===== src/rtl/rr_lock_arbiter.sv =====
// Round-robin arbiter with grant locking for the shared switch-configuration engine.
// Optional hold watchdog enabled by defining RR_ARB_WATCHDOG_EN.
module rr_lock_arbiter #(
   parameter int P_CHANNEL_NUM = 8,
   parameter int P_IDX_W       = $clog2(P_CHANNEL_NUM),
   parameter int P_MAX_HOLD    = 16
) (
   input  logic                     i_clk,
   input  logic                     i_rst_n,
   input  logic                     i_arb_en,
   input  logic [P_CHANNEL_NUM-1:0] i_req,
   input  logic [P_CHANNEL_NUM-1:0] i_release,
   output logic [P_CHANNEL_NUM-1:0] o_grant,
   output logic                     o_grant_valid,
   output logic [P_IDX_W-1:0]       o_grant_idx,
   output logic                     o_timeout
);
   localparam int N = P_CHANNEL_NUM;
   localparam logic [0:0] S_IDLE   = 1'b0;
   localparam logic [0:0] S_LOCKED = 1'b1;

   if (P_CHANNEL_NUM < 2 || P_MAX_HOLD < 2) begin : g_bad_param
      $error("rr_lock_arbiter: P_CHANNEL_NUM and P_MAX_HOLD must be >= 2");
   end

   logic [0:0]         state_q;
   logic [N-1:0]       grant_q;
   logic [N-1:0]       ptr_q;
   logic [P_IDX_W-1:0] idx_q;
   logic               timeout_q;

   // First requester at or above the pointer, wrapping: borrow chain of the doubled vector.
   logic [2*N-1:0]     req_dbl, diff, gnt_dbl;
   logic [N-1:0]       sel;
   logic [P_IDX_W-1:0] sel_idx;

   assign req_dbl = {i_req, i_req};
   assign diff    = req_dbl - {{N{1'b0}}, ptr_q};
   assign gnt_dbl = req_dbl & ~diff;
   assign sel     = gnt_dbl[N-1:0] | gnt_dbl[2*N-1:N];

   always_comb begin
      sel_idx = '0;
      for (int i = 0; i < N; i++)
         if (sel[i]) sel_idx = sel_idx | P_IDX_W'(i);
   end

   logic locked, owner_release, owner_drop, expire, end_grant, take;

   assign locked        = (state_q == S_LOCKED);
   assign owner_release = |(i_release & grant_q);
   assign owner_drop    = ~|(i_req & grant_q);

`ifdef RR_ARB_WATCHDOG_EN
   localparam int HOLD_W = $clog2(P_MAX_HOLD + 1);
   logic [HOLD_W-1:0] hold_q;

   // A release or request drop on the expiry edge wins, so no timeout pulse.
   assign expire = locked && (hold_q == HOLD_W'(P_MAX_HOLD - 1))
                   && !owner_release && !owner_drop;

   always_ff @(posedge i_clk or negedge i_rst_n) begin
      if (!i_rst_n)
         hold_q <= '0;
      else if (take || end_grant)
         hold_q <= '0;
      else if (locked && hold_q < HOLD_W'(P_MAX_HOLD))
         hold_q <= hold_q + 1'b1;
   end
`else
   assign expire = 1'b0;
`endif

   assign end_grant = locked && (owner_release || owner_drop || expire);
   assign take      = (!locked || end_grant) && i_arb_en && (|i_req);

   always_ff @(posedge i_clk or negedge i_rst_n) begin
      if (!i_rst_n) begin
         state_q   <= S_IDLE;
         grant_q   <= '0;
         idx_q     <= '0;
         ptr_q     <= N'(1);
         timeout_q <= 1'b0;
      end else begin
         timeout_q <= expire;
         if (take) begin
            state_q <= S_LOCKED;
            grant_q <= sel;
            idx_q   <= sel_idx;
            ptr_q   <= {sel[N-2:0], sel[N-1]};
         end else if (end_grant) begin
            state_q <= S_IDLE;
            grant_q <= '0;
            idx_q   <= '0;
         end
      end
   end

   assign o_grant       = grant_q;
   assign o_grant_valid = |grant_q;
   assign o_grant_idx   = idx_q;
   assign o_timeout     = timeout_q;
endmodule

===== config.mk =====
export PLATFORM = sky130hd
export DESIGN_NAME = rr_lock_arbiter
export DESIGN_NICKNAME = d
export VERILOG_FILES = /design/src/rtl/rr_lock_arbiter.sv
export SDC_FILE = /design/constraint.sdc
export NUM_CORES = 1
export LEC_CHECK = 0
export ABC_AREA = 1
export CAP_MARGIN = 20
export CORE_UTILIZATION = 46
export DETAILED_ROUTE_END_ITERATION = 7
export HOLD_SLACK_MARGIN = 0.15
export PLACE_DENSITY_LB_ADDON = 0.05
export SLEW_MARGIN = 30
export SYNTH_ARGS = -nofsm -noshare
export SYNTH_HDL_FRONTEND = slang
export SYNTH_SLANG_ARGS = --single-unit

===== constraint.sdc =====
create_clock -name i_clk -period 1.7 [get_ports i_clk]
set_clock_uncertainty 0.05 [all_clocks]
set_input_delay 0.34 -clock i_clk [delete_from_list [all_inputs] [get_ports i_clk]]
set_output_delay 0.34 -clock i_clk [all_outputs]
set_load 0.01 [all_outputs]

Yosys cells after proc, flatten, opt, wreduce, memory -nomap -nowiden
Cells that the tools add are included.
Word-level totals
  bits of input ports: 19
  output and inout bits: 13
  ROM bits: 0
  memory bits (writable): 0
  word-level logic and storage cells: 35
  bits in latches: 0
  register bits after elaboration: 20
  memories: 0
Operators by class
  eq/ne operators: 0
  bitwise operators: 5
  magnitude comparators: 0
  add/subtract/negate cells: 1
  multipliers: 0
  shifts and indexed selects: 0
  multiplexer cells: 13
  reductions and logical operators: 12
  div/mod/pow operators: 0
Operators with widths (count)
  8-bit OR reduction: 4
  3-bit 2-to-1 mux: 6
  16-bit bitwise AND: 1
  8-bit bitwise AND: 2
  8-bit 2-to-1 mux: 2
  16-bit inverter: 1
  16-bit by 8-bit subtractor with 16-bit output: 1
  8-bit bitwise OR: 1
  2-bit 2-to-1 mux: 2
  1-bit logical AND: 3
  1-bit 2-to-1 mux: 3
  1-bit zero test: 2
  1-bit logical OR: 2
  2-bit nonzero test: 1

Depth between registers and ports, before layout
  depth in word-level cells: 12
  depth in mapped cells: 16
  depth with buffers taken out: 16

Worst setup path after synthesis
OpenSTA, ideal clock, no wires.
  path kind: input to register
  start: in i_req[0]
  end: reg idx_q[2], in the netlist o_grant_idx[2]
  stages: 15
  setup slack: -0.181 ns
  arrival: 1.715 ns
  library setup time: 0.116 ns
  path buffers: 0
  required time: 1.534 ns
  cells stage by stage: inv_2 -> nand2_1 -> inv_1 -> fa_1 -> inv_1 -> nand2_1 -> nand2_1 -> nand2_1 -> or2_2 -> nand3_1 -> nand2_1 -> nor2_1 -> nand2_1 -> nand2_1 -> nand2_1
Between the ends
  longest elaborated chain between the ends: 9
  elaborated cells on any way between the ends: 19
  those cells by class: 1 x add/sub; 5 x mux; 4 x bitwise; 9 x reduce/logical
Ends and longest elaborated chain
  from (decl): line 11  | input logic [P_CHANNEL_NUM-1:0] i_req,
  16-bit by 8-bit subtractor with 16-bit output / 8-bit bitwise AND (equally long branches): line 38, 52
  16-bit inverter / 8-bit OR reduction (equally long branches): line 39, 52
  16-bit bitwise AND / 1-bit zero test (equally long branches): line 39, 52
  8-bit bitwise OR / 1-bit logical OR (equally long branches): line 40, 74
  3-bit 2-to-1 mux / 1-bit logical AND (equally long branches): line 45, 74
  3-bit 2-to-1 mux / 1-bit logical OR (equally long branches): line 45, 75
  3-bit 2-to-1 mux / 1-bit logical AND (equally long branches) (2 in a row): line 45, 75
  3-bit 2-to-1 mux / 2-bit nonzero test (equally long branches)
  to (signal assigned): line 89  | idx_q <= sel_idx;
  to (decl): line 29  | logic [P_IDX_W-1:0] idx_q;
Several ways; a longest one is shown, not always the timed one.
A chain may end at the register's enable or synchronous reset.

Worst setup path in the final report
  start: reg ptr_q[0]
  end: reg idx_q[1], in the netlist o_grant_idx[1]
Between the ends
  longest elaborated chain between the ends: 11
Ends and longest elaborated chain
  from (decl): line 28  | logic [N-1:0] ptr_q;
  from (signal assigned): line 90  | ptr_q <= {sel[N-2:0], sel[N-1]};
  16-bit by 8-bit subtractor with 16-bit output *: line 38  | assign diff = req_dbl - {{N{1'b0}}, ptr_q};
  16-bit inverter *: line 39  | assign gnt_dbl = req_dbl & ~diff;
  16-bit bitwise AND *: line 39
  8-bit bitwise OR *: line 40  | assign sel = gnt_dbl[N-1:0] | gnt_dbl[2*N-1:N];
  2-bit 2-to-1 mux (2 in a row): line 45  | if (sel[i]) sel_idx = sel_idx | P_IDX_W'(i);
  3-bit 2-to-1 mux (3 in a row): line 45
  3-bit 2-to-1 mux *: line 45
  3-bit 2-to-1 mux *: line 86  | if (take) begin
Every way passes the cells marked *; elsewhere a longest branch is shown, timed or not.

==> results.md <==
- Register area: 505 µm²
- Initial detailed-routing violation count: 180
- Crit-path most repeated cell: nand2_2
- Number of max-cap violations: 0
- Filler Cells Inserted: 151
- Setup TNS: -2.68 ns
- Combinational share of power: 74.8%
- Cts hold-fix bufs: 0
- H-tree lvl count: 1
- Die ar.: 3600 µm²
- Clk sink count: 20
- Largest net degree at the start of global routing: 21
- DP HPWL: 3360 µm
- Area delta synth->final: 76.3%
- Post-Syn Nets: 259
- Worst Setup End Kind: register
- Port bufs: 30
- Failing checks: negative setup slack
- Commonest register cell after synthesis: dfrtp_1
- Final period utilization: 113%
- R2r worst-path depth: 15
- Die Y-Extent: 60.0 µm
- TritonCTS clock tree: yes
- Top Usage Layer GRT: met2
- RSZ-0062 raised after global routing: true
- Setup Crit Path Kind: register to register
- CP delay by family, top: simple AND/OR/NAND/NOR gates
- Status: complete, but fails checks
- GR Util met2: 48.6%
- Min Clock Period, post-route: 1.92 ns
- Die width: 60.0 µm
- Number of remaining DRC errors: 0
- Internal power: 2.52 mW
- Via count: 2099
- CP max stage delay: 0.41 ns
- Seq cells post-synth: 20
- Leakage: 1.38 nW
- Fraction of layout cells with a size suffix above 1: 48.3%
- GR Util met1: 36.2%
- Maximum vdd drop: 0.984 mV
- Crit path max fanout: 2
- Fin. Hold Viols: 0
- Met3 Track Usage GR: 3.03%
- Final net count: 347
- Fmax: 0.522 GHz
- Final worst-path setup slack: -0.216 ns
- PD cells: 1760 nW/µm²
- I/O pin cnt: 32
- CORE AREA: 3130 µm²
- Avg Cell Area, Syn: 6.67 µm²
- # diodes: 0
- Area of the multi-input gates: 1270 µm²
- Critical-path top delay cell: dfstp_2
- Commonest non-fill, non-tap cells in the layout: nand2_1, buf_4, nand2_2, inv_1, dfrtp_1
- Clk_lat worst skew: 0.32 ns
- GRT Total Usage: 27.8%
- First-pass GRT wire length: 7490 µm
- Clk buf depth: 2
- WL/cell: 18.4 µm
- Async SR Flop Fraction: 100%
- Sequential fraction of the synthesis area: 32.4%
- WP buf/inv: 2
- TritonRoute pass-1 iters: 5
- Synth Instances: 232
- Critical path arrival: 2.09 ns
- # setup viols final: 20
- FP Rows: 20
- GRT overflow: 0
- Sw Share: 47.5%
- Switching pwr: 2.28 mW
- Fin Hold WS: 0.307 ns
- Initial Utilization: 49.5%
- Clk pin slew, worst setup/hold paths: 0.13 ns
- Post-synth EDFFs: 0
- Synth unique cells: 32
- Mapped Area: 1550 µm²
- Routability congestion estimate: 0.902
- Root buffer cell: clkbuf_4
- Startpoint Class: register
- Clk network pwr share: 6.3%
- Worst Path Required: 1.87 ns
- Vias in the first global route: 1691
- Flop pwr share: 19.0%
- Worst hold path type: primary input to async pin
- Slew Limit Fails: 0
- DRT antenna net count: 0
- Stages on worst setup path: 15
- DR vias/cell: 5.78
- Reg2Reg Setup Slack: -0.22 ns
- DRT Wirelength: 6690 µm
- Commonest non-fill, non-tap cell in the layout: nand2_1
- Worst path cell trace: nand2_2, inv_2, fa_2, inv_2, nand2_2, nand2_2, nand3_2, nand2_2, nand2_2, nand3b_1, nand2_2, nor2_2, nand2_1, nand2_1, nand2_1
- Number of warnings issued by yosys: 0
- CTS buffer count: 3
- Initial antenna violation count: 0
final cells by class:
| type | count | area share [%] |
|---|---|---|
| Inverter | 30 | 4.40 |
| Timing Repair Buffer | 85 | 27.3 |
| Tap cell | 44 | 2.02 |
| Clock buffer | 4 | 1.33 |
| Sequential cell | 20 | 18.5 |
| Multi-Input combinational cell | 180 | 46.4 |
state kept, by name, indices dropped and copies added (netlist names):
| signal | count |
|---|---|
| locked | 1 |
| o_grant | 8 |
| o_grant_idx | 3 |
| ptr_q | 8 |
synth_stat cells, types with 2 or more instances:
master | n | share of area (%)
nor4_1 | 3 | 1.2
ha_1 | 7 | 5.7
inv_2 | 4 | 0.97
nor2_1 | 16 | 3.9
o21ai_0 | 9 | 2.9
inv_1 | 26 | 6.3
a21oi_1 | 6 | 1.9
or2_2 | 2 | 0.81
nand4_1 | 2 | 0.81
nand2_2 | 5 | 2.0
dfrtp_1 | 19 | 31
nor2_4 | 2 | 1.5
nor3_1 | 3 | 0.97
nand3_2 | 2 | 1.3
nand3_1 | 15 | 4.9
buf_6 | 2 | 1.5
nand2_1 | 94 | 23
timing repair:
action,in CTS,in global routing
gates cloned,0,1
setup endpoints to repair,27,22
buffers inserted,8,18
resized for setup,45,77
pin swaps,17,32
endpoints found under the hold margin,0,0
kinds of logic after synthesis:
family | synth area share, %
fa+ha+maj | 6.95
flops | 32.4
other cells | 0.242
xor+xnor | 1.13
compound gates | 7.36
buf+inv | 9.22
simple gates | 42.7
worst paths after layout:
kind                           startpoint        endpoint
max                              ptr_q[0]  o_grant_idx[1]
min                               i_rst_n      o_grant[0]
max reg2reg                      ptr_q[0]  o_grant_idx[1]
min reg2reg                o_grant_idx[0]  o_grant_idx[0]
max in group asynchronous         i_rst_n        ptr_q[0]
min in group i_clk         o_grant_idx[0]  o_grant_idx[0]
per-layer routing:
metal | routed length, µm | part of all wire, %
met1 | 2440 | 37
met2 | 3320 | 50
met3 | 599 | 8.9
met4 | 332 | 5.0
met5 | 0 | 0
stage by stage:
| step | area, µm² | util [%] | power [mW] | setup slack (ns) | instances |
|---|---|---|---|---|---|
| floorplan | 1560 | - | 2.18 | -0.0836 | 232 |
| global placement | 2130 | 68.0 | 3.09 | -0.751 | 335 |
| detailed placement | 2130 | 68.0 | 3.11 | -0.771 | 335 |
| CTS | 2360 | 75.4 | 3.73 | -0.111 | 347 |
| global route | 2730 | 87.2 | 5.05 | -0.316 | 363 |
| finish | 2730 | 87.2 | 4.81 | -0.216 | 363 |
power by group through the flow:
stage          logic [mW]  registers [mW]  clock network [mW]
2_1_floorplan        1.27           0.906                   0
3_3_place_gp         2.23           0.869                   0
3_5_place_dp         2.24           0.871                   0
4_1_cts              2.59           0.844               0.298
5_1_grt              3.80           0.922               0.324
6_report             3.59           0.913               0.301
Note: power is estimated with default switching activity, not from simulation.
